===== config.mk =====
export PLATFORM = sky130hd
export DESIGN_NAME = byte_packer
export DESIGN_NICKNAME = d
export VERILOG_FILES = /design/src/rtl/byte_packer_pkg.sv /design/src/rtl/byte_packer_outreg.sv /design/src/rtl/byte_packer.sv
export SDC_FILE = /design/constraint.sdc
export NUM_CORES = 1
export LEC_CHECK = 0
export ABC_CLOCK_PERIOD_IN_PS = 3000
export CORE_ASPECT_RATIO = 0.8
export CORE_MARGIN = 2
export CORE_UTILIZATION = 50
export DETAILED_ROUTE_END_ITERATION = 7
export PLACE_DENSITY = 0.81
export SLEW_MARGIN = 20
export SYNTH_ARGS = -nofsm -noshare
export SYNTH_HDL_FRONTEND = slang
export SYNTH_SLANG_ARGS = --single-unit

===== constraint.sdc =====
create_clock -name clock -period 3 [get_ports clock]
set_input_delay 0.6 -clock clock [delete_from_list [all_inputs] [get_ports clock]]
set_output_delay 0.6 -clock clock [all_outputs]
set_load 0.03 [all_outputs]

===== src/rtl/byte_packer_pkg.sv =====
// Shared widths, pad default and accumulator state encoding for the byte packer.
package byte_packer_pkg;

  localparam int unsigned IN_W_DEFAULT  = 8;
  localparam int unsigned OUT_W_DEFAULT = 32;
  localparam logic [IN_W_DEFAULT-1:0] PAD_DEFAULT = '0;

  typedef enum logic {
    EMPTY   = 1'b0,
    PARTIAL = 1'b1
  } acc_state_t;

  // One tkeep bit per input lane.
  function automatic int unsigned lanes_of(input int unsigned out_w, input int unsigned in_w);
    return out_w / in_w;
  endfunction

endpackage


===== src/rtl/byte_packer_outreg.sv =====
// Output word register: holds a completed word until downstream accepts it and counts transfers.
module byte_packer_outreg
  import byte_packer_pkg::*;
#(
  parameter int unsigned OUT_W = OUT_W_DEFAULT,
  parameter int unsigned LANES = lanes_of(OUT_W_DEFAULT, IN_W_DEFAULT)
) (
  input  logic             clock,
  input  logic             reset_n,
  input  logic             load,
  input  logic [OUT_W-1:0] load_data,
  input  logic [LANES-1:0] load_keep,
  input  logic             load_last,
  input  logic             out_ready,
  output logic             can_load,
  output logic             valid,
  output logic [OUT_W-1:0] tdata,
  output logic [LANES-1:0] tkeep,
  output logic             tlast,
  output logic [15:0]      word_count
);

  logic xfer;

  assign xfer     = valid && out_ready;
  assign can_load = !valid || out_ready;

  // A load on the same edge as a transfer keeps valid high with the new word.
  always_ff @(posedge clock) begin
    if (!reset_n) begin
      valid      <= 1'b0;
      tdata      <= '0;
      tkeep      <= '0;
      tlast      <= 1'b0;
      word_count <= '0;
    end else begin
      if (load) begin
        valid <= 1'b1;
        tdata <= load_data;
        tkeep <= load_keep;
        tlast <= load_last;
      end else if (xfer) begin
        valid <= 1'b0;
      end
      if (xfer) begin
        word_count <= word_count + 16'd1;
      end
    end
  end

endmodule


===== src/rtl/byte_packer.sv =====
// Packs a valid/ready/last byte stream into OUT_W-bit words, padding and flushing short final words.
module byte_packer
  import byte_packer_pkg::*;
#(
  parameter int unsigned     IN_W  = IN_W_DEFAULT,
  parameter int unsigned     OUT_W = OUT_W_DEFAULT,
  parameter logic [IN_W-1:0] PAD   = '0
) (
  input  logic                                clock,
  input  logic                                reset_n,
  input  logic                                in_valid,
  input  logic [IN_W-1:0]                     in_data,
  input  logic                                in_last,
  output logic                                in_ready,
  output logic                                valid,
  output logic [OUT_W-1:0]                    tdata,
  output logic [lanes_of(OUT_W, IN_W)-1:0]    tkeep,
  output logic                                tlast,
  input  logic                                out_ready,
  output logic [15:0]                         word_count
);

  localparam int unsigned LANES = lanes_of(OUT_W, IN_W);
  localparam int unsigned IDX_W = $clog2(LANES);
  localparam logic [IDX_W-1:0] LAST_IDX = IDX_W'(LANES - 1);

  acc_state_t       state, state_nxt;
  logic [IDX_W-1:0] idx, idx_nxt;
  logic [OUT_W-1:0] acc, acc_nxt, word;
  logic [LANES-1:0] keep;
  logic             can_load, accept, complete;

  assign in_ready = reset_n && can_load;
  assign accept   = in_valid && in_ready;
  assign complete = accept && (in_last || idx == LAST_IDX);

  // Word as it would look if the current byte completed it: stored lanes, current byte, then PAD.
  always_comb begin
    word = '0;
    keep = '0;
    for (int unsigned k = 0; k < LANES; k++) begin
      if (IDX_W'(k) < idx) begin
        word[k*IN_W +: IN_W] = acc[k*IN_W +: IN_W];
      end else if (IDX_W'(k) == idx) begin
        word[k*IN_W +: IN_W] = in_data;
      end else begin
        word[k*IN_W +: IN_W] = PAD;
      end
      keep[k] = (IDX_W'(k) <= idx);
    end
  end

  always_comb begin
    state_nxt = state;
    idx_nxt   = idx;
    acc_nxt   = acc;
    if (complete) begin
      state_nxt = EMPTY;
      idx_nxt   = '0;
      acc_nxt   = '0;
    end else if (accept) begin
      state_nxt = PARTIAL;
      idx_nxt   = idx + 1'b1;
      acc_nxt   = word;
    end
  end

  always_ff @(posedge clock) begin
    if (!reset_n) begin
      state <= EMPTY;
      idx   <= '0;
      acc   <= '0;
    end else begin
      state <= state_nxt;
      idx   <= idx_nxt;
      acc   <= acc_nxt;
    end
  end

  byte_packer_outreg #(
    .OUT_W(OUT_W),
    .LANES(LANES)
  ) u_outreg (
    .clock      (clock),
    .reset_n    (reset_n),
    .load       (complete),
    .load_data  (word),
    .load_keep  (keep),
    .load_last  (in_last),
    .out_ready  (out_ready),
    .can_load   (can_load),
    .valid      (valid),
    .tdata      (tdata),
    .tkeep      (tkeep),
    .tlast      (tlast),
    .word_count (word_count)
  );

endmodule

# After elaboration in Yosys (flattened, before gate mapping)
# Index checks and enable logic that the tools add are counted.
# word_totals
reg_bits	88
inputBits	13
out_inout_bits	55
elab_cells	42
# op_classes
addsub	2
n_lt_le_gt_ge	8
eq_ne	4
mux	10
bitwise_logic	1
reduce_logical	10
# ops
cell	count
8-bit 2-to-1 mux	8
16-bit by 1-bit adder with 16-bit output, second input constant	1
2-bit equality test, first input constant	2
1-bit by 2-bit <= comparator with 1-bit output, first input constant	2
2-bit <= comparator, first input constant	2
1-bit logical AND	4
1-bit by 2-bit < comparator with 1-bit output, first input constant	2
2-bit < comparator, first input constant	2
2-bit by 1-bit adder with 2-bit output, second input constant	1
1-bit by 2-bit equality test with 1-bit output, first input constant	1
2-bit equality test, second input constant	1
2-bit zero test	1
1-bit logical OR	2
1-bit 2-to-1 mux	2
2-bit nonzero test	1
2-bit OR reduction	1
1-bit zero test	1
1-bit inverter	1

# Logic depth before layout (Yosys ltp)
# Gate-level depths: netlist of run 1.
# depth
ltp_word	6
depth_mapped	6
ltp_nobuf	6

# Modules after synthesis
# Synthesis of run 1 repeated with hierarchy kept, for this count alone.
# unflattened
hier_cells	389
area_unflattened_um2	3552.2
# modules_own_cells
module	n_inst	cells_per_inst	area_per_inst_um2	seq_area_each_um2
byte_packer_outreg	1	204	2040.7	1081.0
byte_packer	1	185	1511.4	520.5

# Worst setup path before layout of run 1
# OpenSTA, ideal clock, no wires.
# synth_timing
kind	input -> output
from	input port reset_n
to	output port in_ready
t_arrival_ps	1409
required_ps	2400
setup_slack_ps	991
path_stages	4
path_cell_list	inv_2 > clkbuf_8 > clkbuf_1 > nor2_1
# synth_between
elab_chain_cells	1
# synth_rtl
item	line_no	source
start, declared	byte_packer.sv:10	input logic reset_n,
1-bit logical AND	byte_packer.sv:33	assign in_ready = reset_n && can_load;
end, declared	byte_packer.sv:14	output logic in_ready,
# No other way between the ends.

# Worst setup path in the final report of run 1
# Ends and elaborated chain as after synthesis.

==> reports/qor.txt, run 1 <==
outcome - finished, final reports clean
Reg clk slew, reported paths - 0.07 ns
DR pass1 iterations - 4
chip width - 94.5 um
CTS max path bufs - 2
internal reg-to-reg setup slack - 0.69 ns
worst slew pin tran - 0.751 ns
WS Path Type - input pin to output pin
CTS tree - built
syn_nets - 373
grt total ovfl - 0
FF-to-FF Start - idx[1]
Pleak - 1.49 nW
Multi-input gate area - 0.00154 mm^2
I/O Buffers - 67
Antenna diodes - 0
number of max-cap violations - 0
hold-fix buffers at CTS - 0
worst hold stages - 2
full die area - 0.00722 mm^2
Total GRT Usage - 0.222
Yosys top cell area share - 0.489
Final Wtd Congestion - 0.747
vias in the first global route - 2647
WP buf/inv - 3
Max Clk Rate - 0.373 GHz
Initial DRC Count - 134
FF/Latch Area - 0.00160 mm^2
synth warn - 0
RSZ-0062 raised after global routing - no
row cnt - 26
ranking of synthesized cells by area - dfxtp_1 49%, a211oi_1 9.6%, nor2_1 7.4%
CP Capture Type - output pin
first-pass GRT wire length - 12600 um
WL/cell - 15.2 um
reg2reg path depth - 5
I/O pin cnt - 68
worst-path cell chain - clkdlybuf4s50_1 -> inv_2 -> nor2_1 -> clkdlybuf4s50_1
Critical-path top delay cell - clkdlybuf4s50_1
Cell Area, Synth - 0.00328 mm^2
post-synthesis cell type count - 43
via count - 2832
initial antenna violation count - 0
dpl ws - 0.324 ns
Clock Skews - 0.00868 ns
Die Ht - 76.4 um
postcts setup bufs - 0
Core Region - 0.00638 mm^2
clk root buf - clkbuf_8
capture point of the worst reg-to-reg path - acc[6]
largest area contributor in the netlist - dfxtp_1
post-synthesis sequential area ratio - 0.489
CP Launch Type - input pin
register bit total from synthesis - 80
Slew headroom - 0.499
CTS sink count - 80
required time of the critical path - 2.40 ns
H-tree levels - 3
minimum clock period - 2.68 ns
fin. max-slew vios - 0
period utilization - 0.895
final setup margin - 0.316 ns
Resized Gates After CTS - 0
Final setup viols - 0
Top FF cell, synth - dfxtp_1
WHS Endpoint - acc[2]
starting density of the core - 0.514
pwr/cell area - 510 mW/mm^2
remaining antenna violation count after routing - 0
max incr delay on CP - 0.69 ns
Final nets - 434
hold violation total from the final report - 0
Crit Path Max Fanout - 6
setup TNS - 0 ns
Critical Path Most Common Cell - clkdlybuf4s50_1
Hold Path Class - flop to flop
Area growth syn-to-layout - 27.7%
crit path DAT - 2.08 ns
drt total wl - 7640 um
Post-synth EDFFs - 0
largest net degree at the start of global routing - 47
post-synthesis mux area share - 0.0275
synthesized instance count - 353
DPL Wire Length - 5100 um
share of cells above drive strength 1 - 0.0670
Crit. Startpoint - reset_n
drc violations - 0
adder-cell area share of the yosys netlist - 0.0267
CTS Buf Count - 9
peak supply drop - 0.322 mV
# fillers - 549
Synth Area in Simple Gates - 0.193
Via density - 5.64
main combinational cell family by area after synthesis - simple AND/OR/NAND/NOR gates
Synth async-reset ratio - 0
Compound-Gate Fraction of Synth Area - 0.190
Hold Path Origin - acc[2]
Avg Cell Area, Syn - 9.28 um^2
Top Family by Delay on Critical Path - buffers and inverters
Skew-Pair Late Insertion Delay - 0.34 ns
xor/xnor share of the synthesized area - 0.0321
## cell usage in the layout (no fill, tap or decap), types with 7 or more instances in the layout
master / count
a21oi_1: 15
nand3_1: 12
ha_1: 7
dfxtp_1: 80
xnor2_1: 7
and2_1: 9
clkdlybuf4s50_1: 67
a211oi_1: 42
nor2_1: 65
a22oi_1: 8
a31oi_1: 8
clkbuf_8: 10
mux2i_1: 9
a22o_1: 8
nand2_1: 16
## report_power, final
| group | switching [mW] | internal [mW] |
|---|---|---|
| sequential | 0.0202 | 1.10 |
| combinational | 0.152 | 0.0972 |
| clock | 0.365 | 0.402 |
## cells in the mapped netlist, types with 2 or more instances
| cell type | number |
|---|---|
| buf_2 | 6 |
| dfxtp_1 | 80 |
| a211oi_1 | 42 |
| nand4_1 | 4 |
| nor2_1 | 65 |
| nor3_1 | 5 |
| nand4_2 | 3 |
| nand3_1 | 12 |
| a21oi_1 | 15 |
| and4_1 | 2 |
| clkbuf_1 | 12 |
| inv_1 | 3 |
| a22oi_1 | 8 |
| mux2i_1 | 9 |
| ha_1 | 7 |
| and2_1 | 9 |
| clkbuf_8 | 2 |
| nor4_1 | 2 |
| xor2_1 | 5 |
| a31oi_1 | 8 |
| xnor2_1 | 7 |
| nand2_1 | 16 |
| buf_1 | 3 |
| nor2b_1 | 2 |
| a22o_1 | 8 |
## worst max-delay path by stage
| stage | to | slack (ns) | cells past startpoint |
|---|---|---|---|
| 5_1_grt | in_ready | 0.29 | 4 |
| 6_report | in_ready | 0.32 | 4 |
| 4_1_cts | in_ready | 0.32 | 4 |
| 3_3_place_gp | in_ready | 0.34 | 4 |
| 3_5_place_dp | in_ready | 0.32 | 4 |
| 2_1_floorplan | in_ready | 0.99 | 4 |
## worst reg2reg max path, cell delays in order, from the launching register on
cell,delay [ns]
dfxtp_1,0.44
clkinv_1,0.25
ha_1,0.69
nand4_1,0.52
nand2_1,0.20
a21oi_1,0.09
## final cells by class
| class | count | share of cell area |
|---|---|---|
| Tap cell | 84 | 0.0251 |
| Inverter | 6 | 0.00568 |
| Clock buffer | 12 | 0.0347 |
| Multi-Input combinational cell | 244 | 0.367 |
| Clock inverter | 3 | 0.0102 |
| Sequential cell | 80 | 0.383 |
| Timing Repair Buffer | 73 | 0.174 |
## metrics by stage
stage | total power, mW | area, um^2 | instances | util | hold WS [ns]
floorplan | 1.29 | 3280 | 353 | - | 0.436
global placement | 1.38 | 4000 | 487 | 0.627 | 0.441
detailed placement | 1.39 | 4000 | 487 | 0.627 | 0.450
CTS | 2.15 | 4180 | 502 | 0.656 | 0.462
global route | 2.22 | 4180 | 502 | 0.656 | 0.492
finish | 2.13 | 4180 | 502 | 0.656 | 0.464
## cells by family (layout without fill, tap and decap cells)
group           after synthesis  after routing
flops                        80             80
mux                           9              9
fa+ha+maj                     7              7
compound gates               88             88
buf+inv                      29             94
xor+xnor                     12             12
simple gates                128            128
## routing by layer
layer | GRT usage | wire length (um) | vias up
met5 | 0 | 0 | -
li1 | - | - | 1396
met2 | 0.327 | 3540 | 92
met3 | 0.0613 | 504 | 6
met4 | 0.0826 | 66 | 0
met1 | 0.310 | 3530 | 1338
## registers in the layout (all words and copies together) (netlist names)
signal	count
acc	24
idx	2
u_outreg.tdata	32
u_outreg.tkeep	4
u_outreg.tlast	1
u_outreg.valid	1
u_outreg.word_count	16
(Power assumes the default switching activity.)
==> run 2: changes to the inputs <==
CAP_MARGIN = 5   (was default)
CORE_MARGIN = default   (was 2)
==> run 2 against run 1 <==
Effect of this change: die area down 4.7%; cell count down 0.20%; clock skew up 0.0041 ns; setup slack worse by 0.0047 ns; maximum frequency down 0.17%; critical path type unchanged; critical endpoint unchanged; highest routed layer unchanged.
==> reports/qor.txt, run 2 (same netlist as run 1, synthesis figures left out) <==
outcome - finished, final reports clean
CTS tree - built
Pleak - 1.49 nW (+0.54%)
combinational power share - 0.117 (about the same)
Initial DRC Count - 174 (+30%)
chip width - 92.5 um (-2.1%)
Sw Share - 0.269 (+0.0170)
# placed instances - 485 (-0.41%)
CTS Buf Count - 9 (unchanged)
Finished Cell Area - 0.00419 mm^2 (+0.15%)
CTS sink count - 80 (unchanged)
starting density of the core - 0.537 (+0.0233)
Die Ht - 74.4 um (-2.6%)
pwr/cell area - 504 mW/mm^2 (-1.1%)
Seq pwr share - 0.529 (+0.005)
reg2reg path depth - 5 (unchanged)
setup TNS - 0 ns (unchanged)
Clock power frac - 0.353 (-0.007)
Antenna diodes - 0 (unchanged)
required time of the critical path - 2.40 ns (about the same)
minimum clock period - 2.69 ns (+0.00468 ns)
Total GRT Usage - 0.228 (+0.00630)
Psw - 568 uW (+5.7%)
Max Clk Rate - 0.372 GHz (-0.17%)
Final setup viols - 0 (unchanged)
crit path DAT - 2.09 ns (about the same)
Largest regs - u_outreg.tdata: 32 flops, acc: 24 flops, u_outreg.word_count: 16 flops
DPL Wire Length - 5150 um (+1.1%)
Resized Gates After CTS - 0 (unchanged)
Crit Path Max Fanout - 6 (unchanged)
number of max-cap violations - 0 (unchanged)
vias in the first global route - 2558 (-3.4%)
initial antenna violation count - 0 (unchanged)
first-pass GRT wire length - 12100 um (-3.5%)
CP Launch Type - input pin
CTS max path bufs - 2 (unchanged)
Post-DP Area - 0.00400 mm^2 (about the same)
worst hold stages - 2 (unchanged)
Crit. Startpoint - reset_n
Skew-Pair Late Insertion Delay - 0.35 ns (about the same)
Hold Path Origin - acc[4]
drt total wl - 7600 um (-0.52%)
Biggest register - u_outreg.tdata
clk root buf - clkbuf_8
fin. max-slew vios - 0 (unchanged)
Final Wtd Congestion - 0.764 (+2.2%)
WS Path Type - input pin to output pin
max reg flops - 32 (unchanged)
final setup margin - 0.311 ns (-0.00468 ns)
Clock Skews - 0.0128 ns (+0.00414 ns)
cell internal pwr - 1.54 mW (-3.2%)
share of cells above drive strength 1 - 0.0762 (+0.00920)
full die area - 0.00688 mm^2 (-4.7%)
hold-fix buffers at CTS - 0 (unchanged)
grt total ovfl - 0 (unchanged)
period utilization - 0.896 (+0.00156)
hold slack - 0.468 ns (+0.00458 ns)
most common cell after layout, fill and taps aside - dfxtp_1
worst slew pin tran - 0.757 ns (+0.00576 ns)
CP Capture Type - output pin
most frequent cells in the layout - 80 x dfxtp_1, 67 x clkdlybuf4s50_1, 65 x nor2_1
peak supply drop - 0.300 mV (-6.7%)
largest net degree at the start of global routing - 53 (+13%)
FF/Latch Area - 0.00160 mm^2 (unchanged)
Reg clk slew, reported paths - 0.09 ns (+0.02 ns)
via count - 2791 (-1.4%)
capture point of the worst reg-to-reg path - acc[0]
I/O Buffers - 67 (unchanged)
internal reg-to-reg setup slack - 0.67 ns (-0.02 ns)
Core Region - 0.00610 mm^2 (-4.3%)
Final nets - 435 (+0.23%)
FF-to-FF Start - idx[1]
# fillers - 483 (-12%)
drc violations - 0 (unchanged)
row cnt - 25 (-3.8%)
DR pass1 iterations - 5 (+1)
H-tree levels - 3 (unchanged)
Hold Path Class - flop to flop
I/O pin cnt - 68 (unchanged)
remaining antenna violation count after routing - 0 (unchanged)
fin cells - 501 (-0.20%)
dpl ws - 0.319 ns (-0.00585 ns)
Area growth syn-to-layout - 27.9%
postcts setup bufs - 0 (unchanged)
hold violation total from the final report - 0 (unchanged)
WL/cell - 15.2 um (-0.32%)
Slew headroom - 0.495 (-0.00384)
RSZ-0062 raised after global routing - no
Multi-input gate area - 0.00154 mm^2 (unchanged)
WHS Endpoint - acc[4]
Via density - 5.57 (-1.3%)
run 2: cell types whose count changed in the layout (fill, tap and decap cells not counted), sizes merged:
cell    before  now
bufinv       1    0
clkinv       2    4
inv          4    5
buf          6    7
clkbuf      12   11
run 2: power by group through the flow:
| stage | logic, mW | registers, mW | clock network (mW) |
|---|---|---|---|
| 2_1_floorplan | 0.113 | 1.18 | 0 |
| 4_1_cts | 0.249 | 1.12 | 0.759 |
| 3_3_place_gp | 0.242 | 1.14 | 0 |
| 5_1_grt | 0.268 | 1.12 | 0.807 |
| 6_report | 0.248 | 1.12 | 0.747 |
| 3_5_place_dp | 0.248 | 1.14 | 0 |
run 2: worst max-delay path, stage by stage:
cell and delay (ns):
clkdlybuf4s50_1 0.59, inv_2 0.09, nor2_1 0.12, clkdlybuf4s50_1 0.68
run 2: final cells by class:
class,instances,area share
clock inverters,5,0.00926
inverters,6,0.00568
clock buffers,11,0.0361
repair buffers,74,0.176
well taps,81,0.0242
flip-flops and latches,80,0.382
multi-input cells,244,0.367
run 2: stage by stage:
step           utilization  total power [mW]
3_3_place_gp         0.656              1.38
5_1_grt              0.687              2.20
2_1_floorplan            -              1.29
3_5_place_dp         0.656              1.39
4_1_cts              0.687              2.13
6_report             0.687              2.11
run 2: worst max-delay path by stage:
stage | end | depth (start not counted)
finish | in_ready | 4
global route | in_ready | 4
CTS | in_ready | 4
detailed placement | in_ready | 4
global placement | in_ready | 4
floorplan | in_ready | 4
run 2: routing by layer:
metal	GRT usage	wire length [um]
met1	0.308	3400
met2	0.356	3590
met3	0.0746	549
met4	0.0590	56
met5	0	0
==> run 3: changes to the inputs <==
ABC_AREA = 1   (was default)
==> run 3 against run 2 <==
Effect of this change: register-to-register slack improved by 0.33 ns; total power fell by 1.6%; clock skew fell by 0.0072 ns; hold slack got worse by 0.022 ns; maximum frequency rose by 26%; routed wire length rose by 2.8%; die area rose by 5.1%; final area rose by 3.5%; core utilization fell by 2.0 points; critical endpoint unchanged; highest routed layer unchanged.
==> reports/qor.txt, run 3 <==
outcome - finished, final reports clean
Cell Area, Synth - 0.00345 mm^2 (+5.2%)
Top FF cell, synth - dfxtp_1
postcts setup bufs - 0 (unchanged)
Hold Path Origin - u_outreg.tdata[14]
WL/cell - 12.0 um (-21%)
post-synthesis cell type count - 25 (-42%)
worst slew pin tran - 0.713 ns (-0.0441 ns)
largest area contributor in the netlist - dfxtp_1
CTS Buf Count - 9 (unchanged)
first-pass GRT wire length - 12900 um (+6.4%)
ranking of synthesized cells by area - dfxtp_1 46%, nand2_1 19%, inv_1 7.3%
row cnt - 26 (+4.0%)
Final nets - 582 (+34%)
Post-synth EDFFs - 0 (unchanged)
worst hold stages - 2 (unchanged)
Clock power frac - 0.362 (+0.009)
Clock Skews - 0.00564 ns (-0.00719 ns)
crit path DAT - 1.54 ns (-0.55 ns)
Yosys top cell area share - 0.465 (-0.0241)
drc violations - 0 (unchanged)
Slew headroom - 0.524 (+0.0287)
Hold Path Class - flop to flop
WS Path Type - input pin to output pin
share of cells above drive strength 1 - 0.0476 (-0.0286)
CTS max path bufs - 2 (unchanged)
CTS tree - built
I/O Buffers - 67 (unchanged)
cell internal pwr - 1.54 mW (about the same)
# placed instances - 635 (+31%)
Die Ht - 76.3 um (+2.5%)
Via density - 4.98 (-11%)
number of max-cap violations - 0 (unchanged)
Compound-Gate Fraction of Synth Area - 0.121 (-0.0693)
Resized Gates After CTS - 0 (unchanged)
Area growth syn-to-layout - 25.8%
Pleak - 1.96 nW (+31%)
Biggest register - u_outreg.tdata
most instantiated library cell after synthesis - nand2_1
xor/xnor share of the synthesized area - 0 (-0.0321)
CP Capture Type - output pin
hold slack - 0.446 ns (-0.0222 ns)
FF-to-FF Start - idx[1]
hold violation total from the final report - 0 (unchanged)
fin util - 0.666 (-0.0204)
post-synthesis mux area share - 0 (-0.0275)
grt total ovfl - 0 (unchanged)
CP Launch Type - input pin
drt total wl - 7810 um (+2.8%)
Crit Path Max Fanout - 8 (+2)
full die area - 0.00723 mm^2 (+5.1%)
dpl ws - 0.653 ns (+0.335 ns)
Total GRT Usage - 0.229 (+0.00137)
largest net degree at the start of global routing - 46 (-13%)
minimum clock period - 2.14 ns (-0.547 ns)
clk root buf - clkbuf_8
register bit total from synthesis - 80 (unchanged)
Synth async-reset ratio - 0 (unchanged)
Final Wtd Congestion - 0.804 (+5.2%)
Final setup viols - 0 (unchanged)
required time of the critical path - 2.40 ns (about the same)
final setup margin - 0.858 ns (+0.547 ns)
setup TNS - 0 ns (unchanged)
DR pass1 iterations - 4 (-1)
fin. max-slew vios - 0 (unchanged)
Skew-Pair Late Insertion Delay - 0.34 ns (about the same)
Sw Share - 0.257 (-0.0116)
CTS sink count - 80 (unchanged)
reg2reg path depth - 8 (+3)
post-synthesis sequential area ratio - 0.465 (-0.0241)
max reg flops - 32 (unchanged)
main combinational cell family by area after synthesis - simple AND/OR/NAND/NOR gates
peak supply drop - 0.294 mV (-2.0%)
I/O pin cnt - 68 (unchanged)
Max Clk Rate - 0.467 GHz (+26%)
via count - 3243 (+16%)
Synth Area in Simple Gates - 0.288 (+0.0954)
remaining antenna violation count after routing - 0 (unchanged)
WHS Endpoint - u_outreg.tdata[14]
Initial DRC Count - 277 (+59%)
RSZ-0062 raised after global routing - no
chip width - 94.8 um (+2.5%)
capture point of the worst reg-to-reg path - u_outreg.tdata[12]
Post-DP Area - 0.00415 mm^2 (+3.8%)
synth warn - 0 (unchanged)
vias in the first global route - 2876 (+12%)
hold-fix buffers at CTS - 0 (unchanged)
syn_nets - 520 (+39%)
Seq pwr share - 0.530 (about the same)
adder-cell area share of the yosys netlist - 0.0254 (-0.00132)
Avg Cell Area, Syn - 6.89 um^2 (-26%)
Power, Total - 2.08 mW (-1.6%)
DPL Wire Length - 5640 um (+9.6%)
pwr/cell area - 479 mW/mm^2 (-4.9%)
most common cell after layout, fill and taps aside - nand2_1
combinational power share - 0.108 (-0.009)
Finished Cell Area - 0.00434 mm^2 (+3.5%)
most frequent cells after synthesis - 173 x nand2_1, 80 x dfxtp_1, 67 x inv_1
Psw - 535 uW (-5.8%)
H-tree levels - 3 (unchanged)
fin cells - 651 (+30%)
Antenna diodes - 0 (unchanged)
internal reg-to-reg setup slack - 1.00 ns (+0.33 ns)
most frequent cells in the layout - 173 x nand2_1, 80 x dfxtp_1, 67 x inv_1
starting density of the core - 0.530 (-0.00741)
Reg clk slew, reported paths - 0.08 ns (about the same)
synthesized instance count - 500 (+42%)
initial antenna violation count - 0 (unchanged)
period utilization - 0.714 (-0.182)
Largest regs - u_outreg.tdata: 32 flops, acc: 24 flops, u_outreg.word_count: 16 flops
Core Region - 0.00651 mm^2 (+6.7%)
==> run 3: cell types whose count changed after synthesis, sizes merged, moves of 10 or more <==
cell | before | now
nor2 | 65 | 53
a211oi | 42 | 0
nand2 | 17 | 175
clkbuf | 14 | 4
inv | 4 | 70
o21ai | 2 | 43
==> run 3: power by group through the flow <==
| stage | clock (mW) | combinational [mW] | sequential [mW] |
|---|---|---|---|
| 2_1_floorplan | 0 | 0.107 | 1.16 |
| 3_5_place_dp | 0 | 0.223 | 1.13 |
| 5_1_grt | 0.818 | 0.246 | 1.11 |
| 6_report | 0.752 | 0.224 | 1.10 |
| 4_1_cts | 0.772 | 0.224 | 1.10 |
| 3_3_place_gp | 0 | 0.218 | 1.13 |
==> run 3: worst max-delay path, cell delays in order <==
cell,delay (ns)
clkdlybuf4s50_1,0.49
inv_2,0.09
nor2_1,0.17
buf_4,0.19
==> run 3: cell families (layout without fill, tap and decap cells) <==
family	Yosys count	in the layout
AOI/OAI and AO/OA	75	75
adders and majority gates	7	7
buffers and inverters	88	155
DFF	80	80
and+or+nand+nor	250	250
==> run 3: per-layer routing <==
layer	wire [um]	track usage
met5	0	0
met4	38	0.0606
met3	451	0.0758
met2	3660	0.356
met1	3660	0.304
==> run 3: how the worst max path moves through the flow <==
stage | start | endpoint | slack, ns
finish | reset_n | in_ready | 0.86
CTS | out_ready | in_ready | 0.86
floorplan | reset_n | acc[15] | 1.15
global route | reset_n | in_ready | 0.82
global placement | reset_n | u_outreg.tdata[31] | 0.67
detailed placement | reset_n | u_outreg.tdata[12] | 0.65
==> run 3: cell type report <==
cell class,count,area [um^2]
clock buffer,9,124
clock inverter,7,62.6
tap,84,105
timing repair buffer,69,683
sequential,80,1600
multi-input combinational,332,1500
inverter,70,263
fill,572,2170
